<file path="src/rtl/send_sched_if.sv">
// Handshake bundle between the traffic scheduler and one send_module packet generator.
// master = scheduler side, slave = send_module side.
interface send_sched_if #(
    parameter int WIDTH_SEL      = 4,
    parameter int WIDTH_PRIORITY = 3,
    parameter int WIDTH_LENGTH   = 10
);
    logic                      start;
    logic                      single;
    logic                      ready;
    logic                      done;
    logic [WIDTH_SEL-1:0]      dest;
    logic [WIDTH_PRIORITY-1:0] prio;
    logic [WIDTH_LENGTH-1:0]   length;
    logic [19:0]               send_cycle;

    modport master (
        output start, single, dest, prio, length, send_cycle,
        input  ready, done
    );

    modport slave (
        input  start, single, dest, prio, length, send_cycle,
        output ready, done
    );
endinterface

</file>
<file path="src/rtl/send_sched.sv">
// Walks a table of traffic profiles and issues one send_module packet per start/done handshake.
// Optional watchdog on a stuck packet is enabled with SEND_SCHED_WDOG_EN.
module send_sched #(
    parameter int PROFILES       = 4,
    parameter int WIDTH_SEL      = 4,
    parameter int WIDTH_LENGTH   = 10,
    parameter int WIDTH_PRIORITY = 3,
    parameter int WDOG_CYCLES    = 4096
) (
    input  logic                        clk,
    input  logic                        rst_n,
    input  logic                        cfg_we,
    input  logic [$clog2(PROFILES)-1:0] cfg_addr,
    input  logic [WIDTH_SEL-1:0]        cfg_dest,
    input  logic [WIDTH_PRIORITY-1:0]   cfg_priority,
    input  logic [WIDTH_LENGTH-1:0]     cfg_length,
    input  logic [19:0]                 cfg_gap,
    input  logic [7:0]                  cfg_count,
    input  logic                        run,
    input  logic                        loop,
    send_sched_if.master                tx,
    output logic                        busy,
    output logic [$clog2(PROFILES)-1:0] cur_profile,
    output logic [15:0]                 pkt_total,
    output logic                        sweep_done,
    output logic                        err_timeout
);
    localparam int AW = $clog2(PROFILES);
    localparam logic [AW-1:0] LAST_IDX = AW'(PROFILES - 1);

    typedef struct packed {
        logic [WIDTH_SEL-1:0]      dest;
        logic [WIDTH_PRIORITY-1:0] prio;
        logic [WIDTH_LENGTH-1:0]   length;
        logic [19:0]               gap;
        logic [7:0]                count;
    } prof_t;

    typedef enum logic [2:0] {IDLE, LOAD, WAIT_RDY, SEND, NEXT} state_t;

    state_t                    state_q, state_d;
    prof_t                     table_q [PROFILES];
    prof_t                     table_d [PROFILES];
    prof_t                     cur;
    logic [AW-1:0]             idx_q, idx_d;
    logic [7:0]                rem_q, rem_d;
    logic                      seen_q, seen_d;
    logic                      start_q, start_d;
    logic [WIDTH_SEL-1:0]      dest_q, dest_d;
    logic [WIDTH_PRIORITY-1:0] prio_q, prio_d;
    logic [WIDTH_LENGTH-1:0]   len_q, len_d;
    logic [19:0]               gap_q, gap_d;
    logic                      busy_q, busy_d;
    logic [15:0]               pkt_total_q, pkt_total_d;
    logic                      sweep_q, sweep_d;
`ifdef SEND_SCHED_WDOG_EN
    localparam logic [12:0] WD_LAST = 13'(WDOG_CYCLES - 1);
    logic [12:0]               wdog_q, wdog_d;
    logic                      err_q, err_d;
`endif

    always_comb begin
        state_d     = state_q;
        table_d     = table_q;
        idx_d       = idx_q;
        rem_d       = rem_q;
        seen_d      = seen_q;
        start_d     = start_q;
        dest_d      = dest_q;
        prio_d      = prio_q;
        len_d       = len_q;
        gap_d       = gap_q;
        pkt_total_d = pkt_total_q;
        sweep_d     = 1'b0;
        cur         = table_q[idx_q];
`ifdef SEND_SCHED_WDOG_EN
        wdog_d      = wdog_q;
        err_d       = err_q;
`endif
        // LOAD reads table_q, so a same-cycle write to the active entry is seen next LOAD
        if (cfg_we) begin
            table_d[cfg_addr] = '{dest: cfg_dest, prio: cfg_priority, length: cfg_length,
                                  gap: cfg_gap, count: cfg_count};
        end

        case (state_q)
            IDLE: begin
                if (run) begin
                    state_d = LOAD;
                    idx_d   = '0;
                    seen_d  = 1'b0;
                end
            end
            LOAD: begin
                if (cur.count == 8'd0) begin
                    state_d = NEXT;
                end else begin
                    dest_d  = cur.dest;
                    prio_d  = cur.prio;
                    len_d   = cur.length;
                    gap_d   = cur.gap;
                    rem_d   = cur.count;
                    seen_d  = 1'b1;
                    state_d = WAIT_RDY;
                end
            end
            WAIT_RDY: begin
                if (!run) begin
                    state_d = IDLE;
                end else if (tx.ready) begin
                    state_d = SEND;
`ifdef SEND_SCHED_WDOG_EN
                    wdog_d  = '0;
`endif
                end
            end
            SEND: begin
                // start rises one cycle into SEND; done is only honoured once start is high
                if (start_q && tx.done) begin
                    start_d = 1'b0;
                    rem_d   = rem_q - 8'd1;
                    if (pkt_total_q != 16'hFFFF) pkt_total_d = pkt_total_q + 16'd1;
                    if (!run)                   state_d = IDLE;
                    else if (rem_q == 8'd1)     state_d = NEXT;
                    else                        state_d = WAIT_RDY;
                end
`ifdef SEND_SCHED_WDOG_EN
                else if (wdog_q == WD_LAST) begin
                    start_d = 1'b0;
                    err_d   = 1'b1;
                    state_d = NEXT;
                end
`endif
                else begin
                    start_d = 1'b1;
`ifdef SEND_SCHED_WDOG_EN
                    wdog_d  = wdog_q + 13'd1;
`endif
                end
            end
            NEXT: begin
                if (idx_q != LAST_IDX) begin
                    idx_d   = idx_q + AW'(1);
                    state_d = LOAD;
                end else if (loop && seen_q) begin
                    idx_d   = '0;
                    seen_d  = 1'b0;
                    state_d = LOAD;
                end else begin
                    sweep_d = 1'b1;
                    state_d = IDLE;
                end
            end
            default: state_d = IDLE;
        endcase

        busy_d = (state_d != IDLE);
    end

    always_ff @(posedge clk) begin
        if (!rst_n) begin
            state_q     <= IDLE;
            table_q     <= '{default: '0};
            idx_q       <= '0;
            rem_q       <= '0;
            seen_q      <= 1'b0;
            start_q     <= 1'b0;
            dest_q      <= '0;
            prio_q      <= '0;
            len_q       <= '0;
            gap_q       <= '0;
            busy_q      <= 1'b0;
            pkt_total_q <= '0;
            sweep_q     <= 1'b0;
`ifdef SEND_SCHED_WDOG_EN
            wdog_q      <= '0;
            err_q       <= 1'b0;
`endif
        end else begin
            state_q     <= state_d;
            table_q     <= table_d;
            idx_q       <= idx_d;
            rem_q       <= rem_d;
            seen_q      <= seen_d;
            start_q     <= start_d;
            dest_q      <= dest_d;
            prio_q      <= prio_d;
            len_q       <= len_d;
            gap_q       <= gap_d;
            busy_q      <= busy_d;
            pkt_total_q <= pkt_total_d;
            sweep_q     <= sweep_d;
`ifdef SEND_SCHED_WDOG_EN
            wdog_q      <= wdog_d;
            err_q       <= err_d;
`endif
        end
    end

    assign tx.start      = start_q;
    assign tx.single     = 1'b1;
    assign tx.dest       = dest_q;
    assign tx.prio       = prio_q;
    assign tx.length     = len_q;
    assign tx.send_cycle = gap_q;
    assign busy          = busy_q;
    assign cur_profile   = idx_q;
    assign pkt_total     = pkt_total_q;
    assign sweep_done    = sweep_q;
`ifdef SEND_SCHED_WDOG_EN
    assign err_timeout   = err_q;
`else
    assign err_timeout   = 1'b0;
`endif
endmodule

</file>
<file path="src/flat_wrapper.sv">
// flat-port wrapper written by rule: the top's interface ports become plain ports
module send_sched_flat 
#(
    parameter int PROFILES       = 4,
    parameter int WIDTH_SEL      = 4,
    parameter int WIDTH_LENGTH   = 10,
    parameter int WIDTH_PRIORITY = 3,
    parameter int WDOG_CYCLES    = 4096
)
  (clk, rst_n, cfg_we, cfg_addr, cfg_dest, cfg_priority, cfg_length, cfg_gap, cfg_count, run, loop, busy, cur_profile, pkt_total, sweep_done, err_timeout, tx_start, tx_single, tx_dest, tx_prio, tx_length, tx_send_cycle, tx_ready, tx_done);
  send_sched_if #(.WIDTH_SEL(WIDTH_SEL), .WIDTH_PRIORITY(WIDTH_PRIORITY), .WIDTH_LENGTH(WIDTH_LENGTH)) tx_i ();
  input  logic clk;
  input  logic rst_n;
  input  logic cfg_we;
  input  logic [$clog2(PROFILES)-1:0] cfg_addr;
  input  logic [WIDTH_SEL-1:0] cfg_dest;
  input  logic [WIDTH_PRIORITY-1:0] cfg_priority;
  input  logic [WIDTH_LENGTH-1:0] cfg_length;
  input  logic [19:0] cfg_gap;
  input  logic [7:0] cfg_count;
  input  logic run;
  input  logic loop;
  output logic busy;
  output logic [$clog2(PROFILES)-1:0] cur_profile;
  output logic [15:0] pkt_total;
  output logic sweep_done;
  output logic err_timeout;
  output wire logic [$bits(tx_i.start)-1:0] tx_start;
  output wire logic [$bits(tx_i.single)-1:0] tx_single;
  output wire logic [$bits(tx_i.dest)-1:0] tx_dest;
  output wire logic [$bits(tx_i.prio)-1:0] tx_prio;
  output wire logic [$bits(tx_i.length)-1:0] tx_length;
  output wire logic [$bits(tx_i.send_cycle)-1:0] tx_send_cycle;
  input wire logic [$bits(tx_i.ready)-1:0] tx_ready;
  input wire logic [$bits(tx_i.done)-1:0] tx_done;
  assign tx_start = tx_i.start;
  assign tx_single = tx_i.single;
  assign tx_dest = tx_i.dest;
  assign tx_prio = tx_i.prio;
  assign tx_length = tx_i.length;
  assign tx_send_cycle = tx_i.send_cycle;
  assign tx_i.ready = tx_ready;
  assign tx_i.done = tx_done;
  send_sched #(.PROFILES(PROFILES), .WIDTH_SEL(WIDTH_SEL), .WIDTH_LENGTH(WIDTH_LENGTH), .WIDTH_PRIORITY(WIDTH_PRIORITY), .WDOG_CYCLES(WDOG_CYCLES)) u_core (.clk(clk), .rst_n(rst_n), .cfg_we(cfg_we), .cfg_addr(cfg_addr), .cfg_dest(cfg_dest), .cfg_priority(cfg_priority), .cfg_length(cfg_length), .cfg_gap(cfg_gap), .cfg_count(cfg_count), .run(run), .loop(loop), .tx(tx_i), .busy(busy), .cur_profile(cur_profile), .pkt_total(pkt_total), .sweep_done(sweep_done), .err_timeout(err_timeout));
endmodule
</file>
<file path="config.mk">
export PLATFORM = sky130hd
export DESIGN_NAME = send_sched_flat
export DESIGN_NICKNAME = d
export VERILOG_FILES = /design/src/rtl/send_sched_if.sv /design/src/rtl/send_sched.sv /design/src/flat_wrapper.sv
export SDC_FILE = /design/constraint.sdc
export NUM_CORES = 1
export LEC_CHECK = 0
export ABC_AREA = 1
export ABC_CLOCK_PERIOD_IN_PS = 4200
export CORE_AREA = 2 2 149 151
export CTS_BUF_LIST = sky130_fd_sc_hd__clkbuf_8
export DETAILED_ROUTE_END_ITERATION = 10
export DIE_AREA = 0 0 151 153
export GPL_TIMING_DRIVEN = 0
export MAX_ROUTING_LAYER = met4
export PLACE_DENSITY = 0.8
export RECOVER_POWER = 100
export SYNTH_ARGS = -nofsm -noshare
export SYNTH_HDL_FRONTEND = slang
export SYNTH_SLANG_ARGS = --single-unit
</file>
<file path="constraint.sdc">
create_clock -name clk -period 4.2 [get_ports clk]
set_clock_uncertainty 0.15 [all_clocks]
set_input_delay 0.84 -clock clk [delete_from_list [all_inputs] [get_ports clk]]
set_output_delay 0.84 -clock clk [all_outputs]
set_load 0.02 [all_outputs]
</file>
# After elaboration in Yosys (flattened, before gate mapping)
# Index checks and enable logic that the tools add are counted.
# totals
elab_cells	101
out_inout_bits	60
register_bits	250
inputBits	54
# op_classes
addsub	3
eq_ne	13
n_reduce_logical	15
mux	30
order_cmp	3
bitwise_logic	5
# ops
operator	n
bitwise mux 180 bit	1
two-way mux 45 bit	3
binary-select mux 45 bit (select 2 bit)	1
demux 45 bit (select 2 bit)	1
two-way mux 3 bit	8
adder 16 x 1 -> 16 bit (second input constant)	1
two-way mux 8 bit	2
inequality test 16 bit (second input constant)	1
case mux 8 bit (2 select lines)	1
case mux 3 bit (5 select lines)	1
AND reduction 3 bit	3
equality test 8 x 1 -> 1 bit (second input constant)	1
zero test 8 bit	1
inequality test 2 bit (second input constant)	4
subtractor 8 x 1 -> 8 bit (second input constant)	1
two-way mux 1 bit	7
equality test 3 x 2 -> 1 bit (second input constant)	2
greater-or-equal comparator 3 bit (second input constant)	2
two-way mux 2 bit	3
inverter 2 -> 3 bit	2
nonzero test 3 bit	2
AND reduction 5 bit	1
inequality test 2 x 1 -> 1 bit (second input constant)	2
case mux 2 bit (2 select lines)	1
12 further kinds	17

# Logic depth before layout (Yosys ltp)
# logic_depth
word_depth	8
ltp_mapped	13

# Least setup slack after synthesis
# Ideal clock, no wire load.
# synth_path
path_kind	input to register
startpoint	input port cfg_we
endpoint	register u_core.table_q[100] (netlist name)
n_path_buf	1
setup_time_ps	116
path_stages	6
t_required_ps	3934
slack_ps	2232
arrival_time_ps	1702
path_cell_list	nand2_1 > nor2_1 > inv_2 > clkbuf_1 > nor2_1 > nor2_1
# synth_lines
element	line_no	source
from (decl)	flat_wrapper.sv:14	input logic cfg_we;
to (signal assigned)	send_sched.sv:181	table_q <= table_d;
to (decl)	send_sched.sv:42	prof_t table_q [PROFILES];

# Worst setup path after layout
# layout_path
startpoint	register u_core.idx_q[1] (netlist: u_core.cur_profile[1])
endpoint	register u_core.gap_q[0] (netlist: u_core.tx.send_cycle[0])
# layout_between
elab_chain_cells	7
# layout_lines
element	line_no	source
from (decl)	send_sched.sv:45	logic [AW-1:0] idx_q, idx_d;
from (signal assigned)	send_sched.sv:182	idx_q <= idx_d;
inverter 2 -> 3 bit (implied by the code) *	send_sched.sv:75	cur = table_q[idx_q];
binary-select mux 45 bit (select 2 bit) *	send_sched.sv:75	
two-way mux 45 bit (implied by the code) * (2 in a row)	send_sched.sv:75	
zero test 8 bit	send_sched.sv:95	if (cur.count == 8'd0) begin
inverter 1 bit (no source line)	-	
AND reduction 2 bit (no source line)	-	
to (signal assigned)	send_sched.sv:189	gap_q <= gap_d;
to (decl)	send_sched.sv:52	logic [19:0] gap_q, gap_d;
# Every way passes the cells marked *; elsewhere a longest branch is shown, timed or not. The select of a mux whose other input is x is not followed.
# A chain may end at the register's enable or synchronous reset.

==> flow_metrics.py <==
metrics = {
    "worst_hold_path": {
        "whs_path_depth": 2,
        "hold_class": "reg2reg",
    },
    "floorplan": {
        "die_area_um2": 23100,
        "die_h_um": 153,
        "row_count": 54,
        "placeableCoreArea_um2": 21500,
        "initial_core_util_pct": 49.5,
        "die-width_um": 151,
        "io_pins": 114,
    },
    "cells_and_area": {
        "final_common_cell": "nor2_1",
        "area_delta_synth_final_pct": 21.4,
        "final_nets": 1738,
        "final_cell_mix": "nor2_1, o21ai_0, dfxtp_1",
        "drive_above_1_share_pct": 4.44,
    },
    "sta": {
        "rsz0062_at_grt": "false",
        "report.final.slew_viol_count": 0,
        "min_period_ns": 3.25,
        "max_slew_margin_pct": 41.4,
        "max_freq_mhz": 308,
        "fin_crit_sh_pct": 77.4,
        "setup_violations": 0,
        "timing.hold.ws_ns": 0.302,
        "fin_tns_setup_ns": 0,
        "tightestPinTransition_ns": 0.879,
        "finalHoldViolations": 0,
    },
    "worst_setup_path": {
        "rr_startpoint": "u_core.cur_profile[1]",
        "start_kind": "flip-flop",
        "cp_max_fo": 11,
        "arrival_ns": 3.59,
        "r2r-end": "u_core.tx.send_cycle[0]",
        "endpoint_kind": "flip-flop",
        "cp.required_ns": 4.54,
        "rr_worst_depth": 12,
        "ff2ff_setup_slack_ns": 0.95,
        "cp-endpoint": "u_core.tx.send_cycle[0]",
        "path_class": "reg2reg",
        "critPathLaunch": "u_core.cur_profile[1]",
    },
    "synthesis": {
        "yosys.area_share.simple_pct": 25.5,
        "synth_compound_area_share_pct": 19.7,
        "synth-seq-area-share_pct": 47.1,
        "synthXorXnorAreaFrac_pct": 0.659,
        "syn-num-nets": 1583,
        "syn_inst": 1525,
        "yosysUniqueCellTypes": 30,
        "synth-seq-cells": 250,
        "yosys.area_share.adder_pct": 0.471,
        "synthMuxAreaShare_pct": 0,
        "synthesis.area_um2": 10600,
        "synth.avg_cell_area_um2": 6.97,
        "yosysTopAreaCell": "dfxtp_1",
        "synth_top_cell_area_share_pct": 47.1,
        "synth_top_family_by_area": "simple AND/OR/NAND/NOR gates",
        "yosysWarnings": 0,
        "synth_area_leaders": "dfxtp_1, nor2_1, o21ai_0, nand2_1, a21oi_1",
    },
    "detailed_routing": {
        "routed_wl_um": 32200,
        "vias_per_cell": 5.54,
        "remaining_drc_errors": 0,
        "first_pass_iters": 6,
        "ant_nets": 0,
        "num_vias": 11000,
        "drtIter0Drc": 1086,
        "routedWlPerCell_um": 16.2,
    },
    "pwr": {
        "power_leakage_nw": 5.20,
        "powerDensity_nw_per_um2": 445,
        "peakVddDrop_uv": 283,
    },
    "cts": {
        "clk_latency_ns": 0.55,
        "cts_setup_buffers": 0,
        "cts_max_level": 2,
        "cts.clk_slew.worst_paths_ns": 0.06,
        "numCtsBuffers": 42,
        "cts_tree": "done",
        "clockRootBuffer": "clkbuf_8",
        "cts_resized": 0,
        "cts.hold.buffers_added": 0,
        "numClockSinks": 250,
        "clk_path_buf_depth": 3,
    },
    "global_route": {
        "grt_antenna_before_repair": 2,
        "overflow": 0,
        "grt_start_max_net_pins": 11,
        "grt_first_pass_wirelength_um": 52100,
        "track_usage_pct": 28.7,
        "grt_pass1_vias": 10300,
    },
    "placed_design": {
        "routabilityCongestion": 0.906,
        "dp_hpwl_um": 22300,
        "portBuffers": 111,
    },
    "flow_run": {
        "maxCapViolCount": 0,
    },
    "run_status": {
        "outcome": "finished, final reports clean",
    },
}
worst max-delay path, stage by stage (launching register included):
cell and delay, ns:
dfxtp_1 0.42, clkbuf_1 0.34, clkbuf_1 0.59, nand3_1 0.14, nand2_1 0.15, nand2_1 0.06
nor2_1 0.14, nand2_1 0.07, nand2_1 0.18, clkbuf_1 0.51, buf_6 0.23, o21ai_0 0.10
nor2_1 0.11
power breakdown:
group          internal, W  total [W]  switching [W]
registers          0.00253    0.00261      0.0000820
logic             0.000340   0.000946       0.000606
clock network      0.00119    0.00218       0.000987
total              0.00406    0.00574        0.00167
layout make-up:
class	count	area, um^2
Fill cell	2034	8580
Sequential cell	250	5000
Multi-Input combinational cell	1104	4920
Timing Repair Buffer	111	1110
Clock buffer	53	729
Buffer	106	427
Tap cell	280	350
Inverter	65	244
Clock inverter	21	118
Antenna cell	2	5.00
per-stage QoR:
| stage | worst slack, ns | util, % | total power [W] | cells | instance area (um^2) |
|---|---|---|---|---|---|
| 2_1_floorplan | 2.23 | - | 0.00324 | 1525 | 10600 |
| 3_3_place_gp | 1.07 | 56.3 | 0.00360 | 1916 | 12100 |
| 3_5_place_dp | 0.992 | 56.3 | 0.00363 | 1916 | 12100 |
| 4_1_cts | 1.47 | 60.2 | 0.00577 | 1990 | 12900 |
| 5_1_grt | 0.718 | 60.1 | 0.00599 | 1992 | 12900 |
| 6_report | 0.949 | 60.1 | 0.00574 | 1992 | 12900 |
state kept, by name, indices dropped and copies added, names as in the netlist:
| signal | flops |
|---|---|
| u_core.tx.prio | 3 |
| u_core.cur_profile | 2 |
| u_core.busy | 1 |
| u_core.tx.length | 10 |
| u_core.tx.send_cycle | 20 |
| u_core.seen_q | 1 |
| u_core.tx.dest | 4 |
| u_core.sweep_done | 1 |
| u_core.rem_q | 8 |
| u_core.table_q | 180 |
| u_core.state_q | 3 |
| u_core.pkt_total | 16 |
| u_core.tx.start | 1 |
how the worst min path moves through the flow:
stage / from / endpoint / slack (ns)
3_5_place_dp: u_core.table_q[166] / u_core.table_q[166] / 0.30
4_1_cts: u_core.table_q[179] / u_core.table_q[179] / 0.31
3_3_place_gp: u_core.table_q[179] / u_core.table_q[179] / 0.29
2_1_floorplan: u_core.table_q[179] / u_core.table_q[179] / 0.28
6_report: u_core.table_q[143] / u_core.table_q[143] / 0.30
5_1_grt: u_core.table_q[179] / u_core.table_q[179] / 0.32
synthesized netlist by cell type (all sizes together):
library cell	n
nand4	6
ha	4
a21oi	110
o31ai	1
o21ai	286
nor3	11
nand2	174
xnor2	3
buf	29
xor2	5
nor2	393
conb	2
clkbuf	77
o22ai	13
a31oi	2
nand3	88
inv	65
a211oi	1
nand3b	5
dfxtp	250
metal layers:
metal	track usage (%)	up-vias	part of all wire [%]
met5	-	-	0
li1	-	5320	-
met2	44.3	570	46
met1	37.8	5045	41
met4	10.5	0	3.4
met3	4.96	94	9.1
kinds of logic (layout without fill, tap and decap cells):
group	count (synthesis)	after routing
adder cells (fa/ha/maj)	4	4
flip-flops	250	250
AO/OA/AOI/OAI	413	413
buffers and inverters	171	356
AND/OR/NAND/NOR	677	677
other	2	4
XOR/XNOR	8	8
Note: power is estimated with default switching activity, not from simulation.
